File: config.mk
export PLATFORM = sky130hd
export DESIGN_NAME = mem_port_arbiter
export DESIGN_NICKNAME = d
export VERILOG_FILES = /design/src/rtl/mem_port_arbiter.sv
export SDC_FILE = /design/constraint.sdc
export NUM_CORES = 1
export LEC_CHECK = 0
export ABC_AREA = 0
export CAP_MARGIN = 25
export CORE_MARGIN = 3
export CORE_UTILIZATION = 25
export DETAILED_ROUTE_END_ITERATION = 16
export PLACE_DENSITY = 0.52
export SLEW_MARGIN = 20
export SYNTH_ARGS = -nofsm -noshare
export SYNTH_HDL_FRONTEND = slang
export SYNTH_SLANG_ARGS = --single-unit
File: constraint.sdc
create_clock -name clk -period 2.5 [get_ports clk]
set_clock_uncertainty 0.1 [all_clocks]
set_input_delay 0.5 -clock clk [delete_from_list [all_inputs] [get_ports clk]]
set_output_delay 0.5 -clock clk [all_outputs]
set_load 0.01 [all_outputs]
File: src/rtl/mem_port_arbiter.sv
// Two-requester memory port arbiter: instruction fetch vs. data load/store sharing one memory port,
// with starvation control for fetches and a wait-timeout abort.
module mem_port_arbiter #(
  parameter int ADDR_W     = 32,
  parameter int DATA_W     = 32,
  parameter int STARVE_MAX = 3,
  parameter int TIMEOUT    = 15
) (
  input  logic              clk,
  input  logic              reset,
  input  logic              i_req,
  input  logic [ADDR_W-1:0] i_addr,
  output logic [DATA_W-1:0] i_rdata,
  output logic              i_done,
  input  logic              d_req,
  input  logic              d_rd_wr,
  input  logic [ADDR_W-1:0] d_addr,
  input  logic [DATA_W-1:0] d_wdata,
  output logic [DATA_W-1:0] d_rdata,
  output logic              d_done,
  output logic              mem_req,
  output logic [ADDR_W-1:0] mem_addr,
  output logic [DATA_W-1:0] mem_wdata,
  output logic              mem_rd_wr,
  input  logic [DATA_W-1:0] mem_rdata,
  input  logic              mem_ready,
  output logic              busy,
  output logic              timeout_err
);

  localparam int SC_W = (STARVE_MAX < 1) ? 1 : $clog2(STARVE_MAX + 1);
  localparam int WC_W = (TIMEOUT < 2) ? 1 : $clog2(TIMEOUT + 1);

  typedef enum logic [1:0] {IDLE, I_BUSY, D_BUSY} state_t;

  state_t          r_state;
  logic [SC_W-1:0] r_starveCnt;
  logic [WC_W-1:0] r_waitCnt;

  logic w_grantD;
  logic w_timeout;

  // Data wins unless a waiting fetch has already been passed over STARVE_MAX times.
  assign w_grantD  = d_req && (!i_req || (r_starveCnt < SC_W'(STARVE_MAX)));
  assign w_timeout = !mem_ready && (r_waitCnt == WC_W'(TIMEOUT - 1));

  always_ff @(posedge clk or negedge reset) begin
    if (!reset) begin
      r_state     <= IDLE;
      r_starveCnt <= '0;
      r_waitCnt   <= '0;
      mem_req     <= 1'b0;
      busy        <= 1'b0;
      mem_rd_wr   <= 1'b1;
      mem_addr    <= '0;
      mem_wdata   <= '0;
      i_done      <= 1'b0;
      d_done      <= 1'b0;
      i_rdata     <= '0;
      d_rdata     <= '0;
      timeout_err <= 1'b0;
    end else begin
      i_done  <= 1'b0;
      d_done  <= 1'b0;
      i_rdata <= '0;
      d_rdata <= '0;
      case (r_state)
        IDLE: begin
          if (w_grantD) begin
            r_state   <= D_BUSY;
            mem_req   <= 1'b1;
            busy      <= 1'b1;
            mem_addr  <= d_addr;
            mem_wdata <= d_wdata;
            mem_rd_wr <= d_rd_wr;
            r_waitCnt <= '0;
            if (i_req && (r_starveCnt < SC_W'(STARVE_MAX)))
              r_starveCnt <= r_starveCnt + 1'b1;
          end else if (i_req) begin
            r_state     <= I_BUSY;
            mem_req     <= 1'b1;
            busy        <= 1'b1;
            mem_addr    <= i_addr;
            mem_wdata   <= '0;
            mem_rd_wr   <= 1'b1;
            r_waitCnt   <= '0;
            r_starveCnt <= '0;
          end
        end
        I_BUSY, D_BUSY: begin
          // A timeout completes like a normal transfer but returns all ones and latches the error.
          if (mem_ready || w_timeout) begin
            r_state   <= IDLE;
            mem_req   <= 1'b0;
            busy      <= 1'b0;
            mem_rd_wr <= 1'b1;
            mem_wdata <= '0;
            if (r_state == I_BUSY) begin
              i_done  <= 1'b1;
              i_rdata <= mem_ready ? mem_rdata : '1;
            end else begin
              d_done  <= 1'b1;
              d_rdata <= !mem_ready ? '1 : (mem_rd_wr ? mem_rdata : '0);
            end
            if (!mem_ready)
              timeout_err <= 1'b1;
          end else begin
            r_waitCnt <= r_waitCnt + 1'b1;
          end
        end
        default: r_state <= IDLE;
      endcase
    end
  end

endmodule

==> results of run 1 <==
-- metal layers --
metal	wire length (um)	GRT usage (%)
met3	1260	5.08
met2	8140	22.5
met1	6940	16.3
met4	121	3.28
met5	7	0
-- worst max-delay path by stage --
stage                         end  slack [ns]  cells past startpoint
floorplan           mem_wdata[22]        0.58                      7
global placement        mem_rd_wr        0.25                      5
detailed placement      mem_rd_wr        0.20                      5
CTS                     mem_rd_wr        0.34                      1
global route            mem_rd_wr        0.33                      1
finish                  mem_rd_wr        0.38                      1
-- final cells by class --
type,instances,area (um2),area share [%]
timing repair buffer,285,2860,31.1
clock buffer,18,439,4.78
inverter,40,150,1.63
multi-input combinational,275,1740,18.9
clock inverter,14,120,1.31
sequential,141,3530,38.4
tap,280,350,3.81
-- registers in the layout (all words and copies together), names as in the netlist --
| register | cells |
|---|---|
| d_rdata | 32 |
| i_rdata | 32 |
| mem_addr | 32 |
| mem_wdata | 32 |
| r_waitCnt | 4 |
| r_starveCnt | 2 |
| r_state | 2 |
| busy | 1 |
| d_done | 1 |
| i_done | 1 |
| mem_rd_wr | 1 |
| timeout_err | 1 |
-- cells by family after synthesis --
family | after synthesis
compound gates | 147
flops | 141
simple gates | 87
buf+inv | 77
mux | 35
fa+ha+maj | 6
-- power by group through the flow --
stage | sequential (mW) | combinational [mW] | clock [mW]
detailed placement | 3.38 | 3.87 | 0
global route | 3.42 | 4.16 | 2.60
global placement | 3.37 | 3.83 | 0
finish | 3.34 | 3.81 | 2.40
CTS | 3.35 | 3.89 | 2.49
floorplan | 3.67 | 1.49 | 0
-- synth_stat cells (2+ instances only) --
master / number / area (um2)
nor2_1: 2 / 7.51
ha_1: 6 / 75.1
nor3_1: 2 / 10.0
a21o_1: 2 / 15.0
a22o_1: 31 / 272
nand3_1: 4 / 20.0
buf_6: 7 / 78.8
mux2_2: 2 / 22.5
o2111ai_1: 2 / 17.5
dfrtp_1: 140 / 3500
nand2_1: 68 / 255
buf_2: 6 / 30.0
inv_1: 40 / 150
nor2b_1: 2 / 12.5
mux2i_1: 33 / 330
nand3b_1: 2 / 15.0
clkbuf_1: 23 / 86.3
o21ai_0: 34 / 170
a21oi_1: 65 / 325
a21boi_0: 2 / 15.0
-- repair_timing --
item                                   in CTS  in global routing
gates resized for setup                     0                  0
endpoints found under the hold margin      52                  0
hold buffers                                1                  0
-- per-stage QoR --
| step | utilization [%] | hold slack [ns] | cells | setup slack [ns] |
|---|---|---|---|---|
| after detailed placement | 39.2 | 0.371 | 1020 | 0.205 |
| after CTS | 41.8 | 0.385 | 1053 | 0.345 |
| final | 41.8 | 0.378 | 1053 | 0.380 |
| after global routing | 41.8 | 0.407 | 1053 | 0.328 |
| after floorplan | - | 0.104 | 493 | 0.579 |
| after global placement | 39.2 | 0.359 | 1020 | 0.253 |
==> metrics.cfg, run 1 <==
[status]
outcome=finished clean

[pwr]
comb_power_share_pct=39.9
p_int_mw=6.33
vdd_drop_max_v=0.000510
p_leak_nw=4.28
p_per_area_nw_per_um2=1040
p_total_mw=9.55
p_seq_share_pct=35.0
swShare_pct=33.7
p_sw_mw=3.22
p_clk_share_pct=25.1

[cells_and_area]
finalNetCount=900
final_cell_mix=265 x clkdlybuf4s50_1, 140 x dfrtp_1, 68 x nand2_1, 65 x a21oi_1, 40 x inv_1
syn2layout_area_growth_pct=63.7
n_antenna_cell=0
drive_gt1_share_pct=7.89
design_area_um2=9180
fillerInstances=2081
final_common_cell=clkdlybuf4s50_1

[sta]
slew-limit-headroom_pct=56.1
period_needed_ns=2.12
rsz0062_at_grt=no
worst_slew_pin_slew_ns=0.658
final_max_slew_viol_count=0
setup_viol=0
hold_viol=0
fin_setup_tns_ns=0
fmax_mhz=472
fin_crit_sh_pct=84.8

[cts]
postCtsSetupBuffers=0
cts_buffers=17
cts_sinks=141
cts_tree=yes
h-tree-depth=4
cts_root_buffer=clkbuf_16
cts_buffer_depth=2
clk-insertion-delay-late_ns=0.41
path_clk_slew_ns=0.06

[placed_design]
hpwl_um=11800
routabilityCongestion=0.768
portBuffers=267
placed_cell_area_um2=8610

[grt]
grt_antenna_before_repair=1
overflow=0
grt_pass1_wl_um=25800
track_usage_pct=13.4
grt_pass1_vias=4717
grt_max_degree=66

[worst_setup_path]
worstPathRequired_ns=1.90
crit_type=flip-flop to primary output
r2r_slack_ns=0.46
cp_slowest_cell=clkdlybuf4s50_1
crit_path_start_kind=flip-flop
cp_cell_sequence=clkdlybuf4s50_1
rr_endpoint=mem_rd_wr
cp_top_family=buffers and inverters
crit_buf_inv=1
arrival_ns=1.52
path_max_fanout=2
timing.rr.start=r_state[0]
crit_path_max_incr_delay_ns=0.58
cp-startpoint=mem_rd_wr
crit_path_end_kind=primary output
r2r_cells=7

[run]
maxCapViolations=0

[logic_synthesis]
yosys.area_share.xor_xnor_pct=0
syn_nets=633
synthArstFlopShare_pct=100
synth_edf_count=0
synth_area_um2=5610
yosys.cell_types.count=40
yosys_most_used_dff=dfrtp_1
yosysWarnings=0
synth_fa_ha_area_share_pct=1.34
synth_compound_area_share_pct=16.3
avgSynthCellArea_um2=11.4
synth-simple-area-share_pct=6.87
synthMuxAreaShare_pct=6.29
synth_cells=493
synth_top_family_by_area=compound AO/OA/AOI/OAI gates
synth-seq-cells=141
seq_area_frac_synth_pct=62.9

[floorplan]
rows=54
dieArea_um2=24300
die_w_um=156
initial_core_util_pct=25.5
die_y_um=156
ioPinCount=268
core_area_um2=22000

[route]
first_pass_iters=6
drc=0
final_antenna_net_count=0
route.vias.total=4571
viasPerCell=4.34
wire_per_inst_um=15.6
drtIter0Drc=166
wl_um=16500

[worst_hold_path]
hold_path_end=mem_addr[20]
min_from=mem_addr[20]
min_path_cells=2
hp-class=flip-flop to flip-flop

Power figures use the tool's default switching activity.
==> run 2, diff against run 1 <==
Clock period 2.5 ns to 2 ns, I/O delays scaled along.
==> run 2 against run 1 <==
Against the previous run:
- sequential share of layout area down 0.64 points
- die area unchanged
- critical path depth rose by 5
- first-iteration DRC count grew 3.0%
- utilization is 0.71 points higher
- worst setup slack worse by 0.28 ns
- critical path type is now flip-flop to flip-flop
- critical endpoint is now mem_wdata[1]
- largest cell class unchanged
- largest power group unchanged
==> metrics.cfg, run 2 (same netlist as run 1, synthesis figures left out) <==
[route]
drc=0  ; unchanged
wl_um=16500  ; +0.44%
wl_met1_um=6820  ; -1.7%
wire_per_inst_um=15.6  ; about the same
wl_met2_um=8150  ; +0.21%
viasPerCell=4.39  ; +1.1%
top_layer=met5
route.vias.total=4643  ; +1.6%
first_pass_iters=4  ; -2
final_antenna_net_count=0  ; unchanged
wl_met3_um=1160  ; -7.6%
drtIter0Drc=171  ; +3.0%

[placed_design]
hpwl_um=12100  ; +2.5%
place_inst=1025  ; +0.49%
routabilityCongestion=0.759  ; -1.2%
place_ws_ns=-0.0355  ; -0.240 ns
portBuffers=267  ; unchanged

[pwr]
p_total_mw=12.4  ; +29%
p_per_area_nw_per_um2=1320  ; +27%
p_leak_nw=4.35  ; +1.8%
vdd_drop_max_v=0.000672  ; +32%

[worst_setup_path]
path_max_fanout=33  ; +31
crit_path_end_kind=flip-flop
crit_type=flip-flop to flip-flop
r2r_cells=6  ; -1
worstPathRequired_ns=2.20  ; +0.30 ns
rr_endpoint=mem_wdata[1]
crit_path_start_kind=flip-flop
cp_cell_sequence=inv_1 > ha_1 > nor2b_1 > a211o_1 > buf_12 > a22o_2
crit_path_max_incr_delay_ns=0.39  ; -0.19 ns
cp_slowest_cell=dfrtp_1
timing.rr.start=r_state[1]
r2r_slack_ns=0.1  ; -0.36 ns
cp-startpoint=r_state[1]
arrival_ns=2.10  ; +0.58 ns

[cts]
cts_buffers=17  ; unchanged
h-tree-depth=4  ; unchanged
clk-insertion-delay-late_ns=0.41  ; about the same
cts_sinks=141  ; unchanged
path_clk_slew_ns=0.06  ; about the same
cts_buffer_depth=2  ; unchanged
cts_tree=yes
cts_root_buffer=clkbuf_16

[sta]
final_max_slew_viol_count=0  ; unchanged
rsz0062_at_grt=no
hold_viol=0  ; unchanged
fmax_mhz=526
setup_viol=0  ; unchanged
slew-limit-headroom_pct=56.3  ; +0.16 points
setup_ws_ns=0.100  ; -0.280 ns
period_needed_ns=1.90
fin_setup_tns_ns=0  ; unchanged
fin_crit_sh_pct=95.0
worst_slew_pin_slew_ns=0.656  ; -0.00244 ns

[floorplan]
ioPinCount=268  ; unchanged
die_y_um=156  ; unchanged
dieArea_um2=24300  ; unchanged
rows=54  ; unchanged
die_w_um=156  ; unchanged
core_area_um2=22000  ; unchanged
initial_core_util_pct=25.5  ; unchanged

[status]
outcome=finished clean

[run]
maxCapViolations=0  ; unchanged

[cells_and_area]
finalNetCount=905  ; +0.56%
final_common_cell=clkdlybuf4s50_1
drive_gt1_share_pct=8.48  ; +0.59 points
syn2layout_area_growth_pct=66.5
n_antenna_cell=0  ; unchanged
fillerInstances=2086  ; +0.24%
fin_util_pct=42.5  ; +0.71 points
finalNonFillerCells=1058  ; +0.47%
final_cell_mix=264 x clkdlybuf4s50_1, 140 x dfrtp_1, 68 x nand2_1, 65 x a21oi_1, 40 x inv_1

[worst_hold_path]
min_from=mem_ready
hp-class=primary input to flip-flop
min_path_cells=3  ; +1
hold_path_end=i_done

[grt]
track_usage_pct=13.6  ; +0.19 points
grt_pass1_vias=4959  ; +5.1%
overflow=0  ; unchanged
grt_pass1_wl_um=26000  ; +0.99%
grt_antenna_before_repair=1  ; unchanged
grt_max_degree=65  ; -1.5%

==> run 2: repair_timing <==
| action | 4_1_cts | 5_1_grt |
|---|---|---|
| buffers inserted | 0 | 0 |
| pin swaps | 0 | 1 |
| gates resized for setup | 1 | 1 |
| hold endpoints to repair | 37 | 0 |
| hold buffers | 1 | 0 |
| setup endpoints to repair | 1 | 16 |
==> run 2: layout make-up <==
type	count	area (um2)	share of cell area (%)
flip-flops and latches	141	3530	37.8
inverters	40	150	1.61
multi-input cells	275	1740	18.7
clock inverters	13	180	1.93
repair buffers	290	2940	31.5
clock buffers	19	443	4.74
well taps	280	350	3.75
==> run 2: worst max path at each step <==
stage / slack, ns / endpoint
2_1_floorplan: 0.08 / mem_wdata[22]
4_1_cts: 0.07 / mem_wdata[1]
6_report: 0.1 / mem_wdata[1]
3_3_place_gp: -0.02 / mem_rd_wr
5_1_grt: 0.01 / mem_wdata[1]
3_5_place_dp: -0.04 / mem_wdata[17]
==> run 2: metal layers <==
layer,vias to the layer above,global-route usage (%)
met1,2234,15.9
met3,23,4.44
met4,2,5.63
li1,2219,-
met2,165,22.9
met5,-,0
==> run 2: power breakdown <==
group          total (mW)  internal, mW  switching [mW]
sequential           4.19          3.75           0.436
clock                3.31          2.03            1.28
combinational        4.87          2.58            2.29
==> run 2: worst max-delay path: cells and delay by family, from the launching register on <==
family | cells | cell delay (ns)
simple gates | 1 | 0.15
buf+inv | 2 | 0.29
flops | 1 | 0.39
fa+ha+maj | 1 | 0.26
compound gates | 2 | 0.58
==> run 2: per-stage QoR <==
step           cell area (um2)  hold slack (ns)
3_5_place_dp              8700            0.245
6_report                  9340            0.353
2_1_floorplan             5610          0.00441
3_3_place_gp              8700            0.241
4_1_cts                   9330            0.334
5_1_grt                   9340            0.352
==> run 3, diff against run 2 <==
Settings changed: CTS_CLUSTER_DIAMETER set to 120.
==> results of run 3 <==
Same layout as run 2: the final DEF is identical, and so are final timing and power.
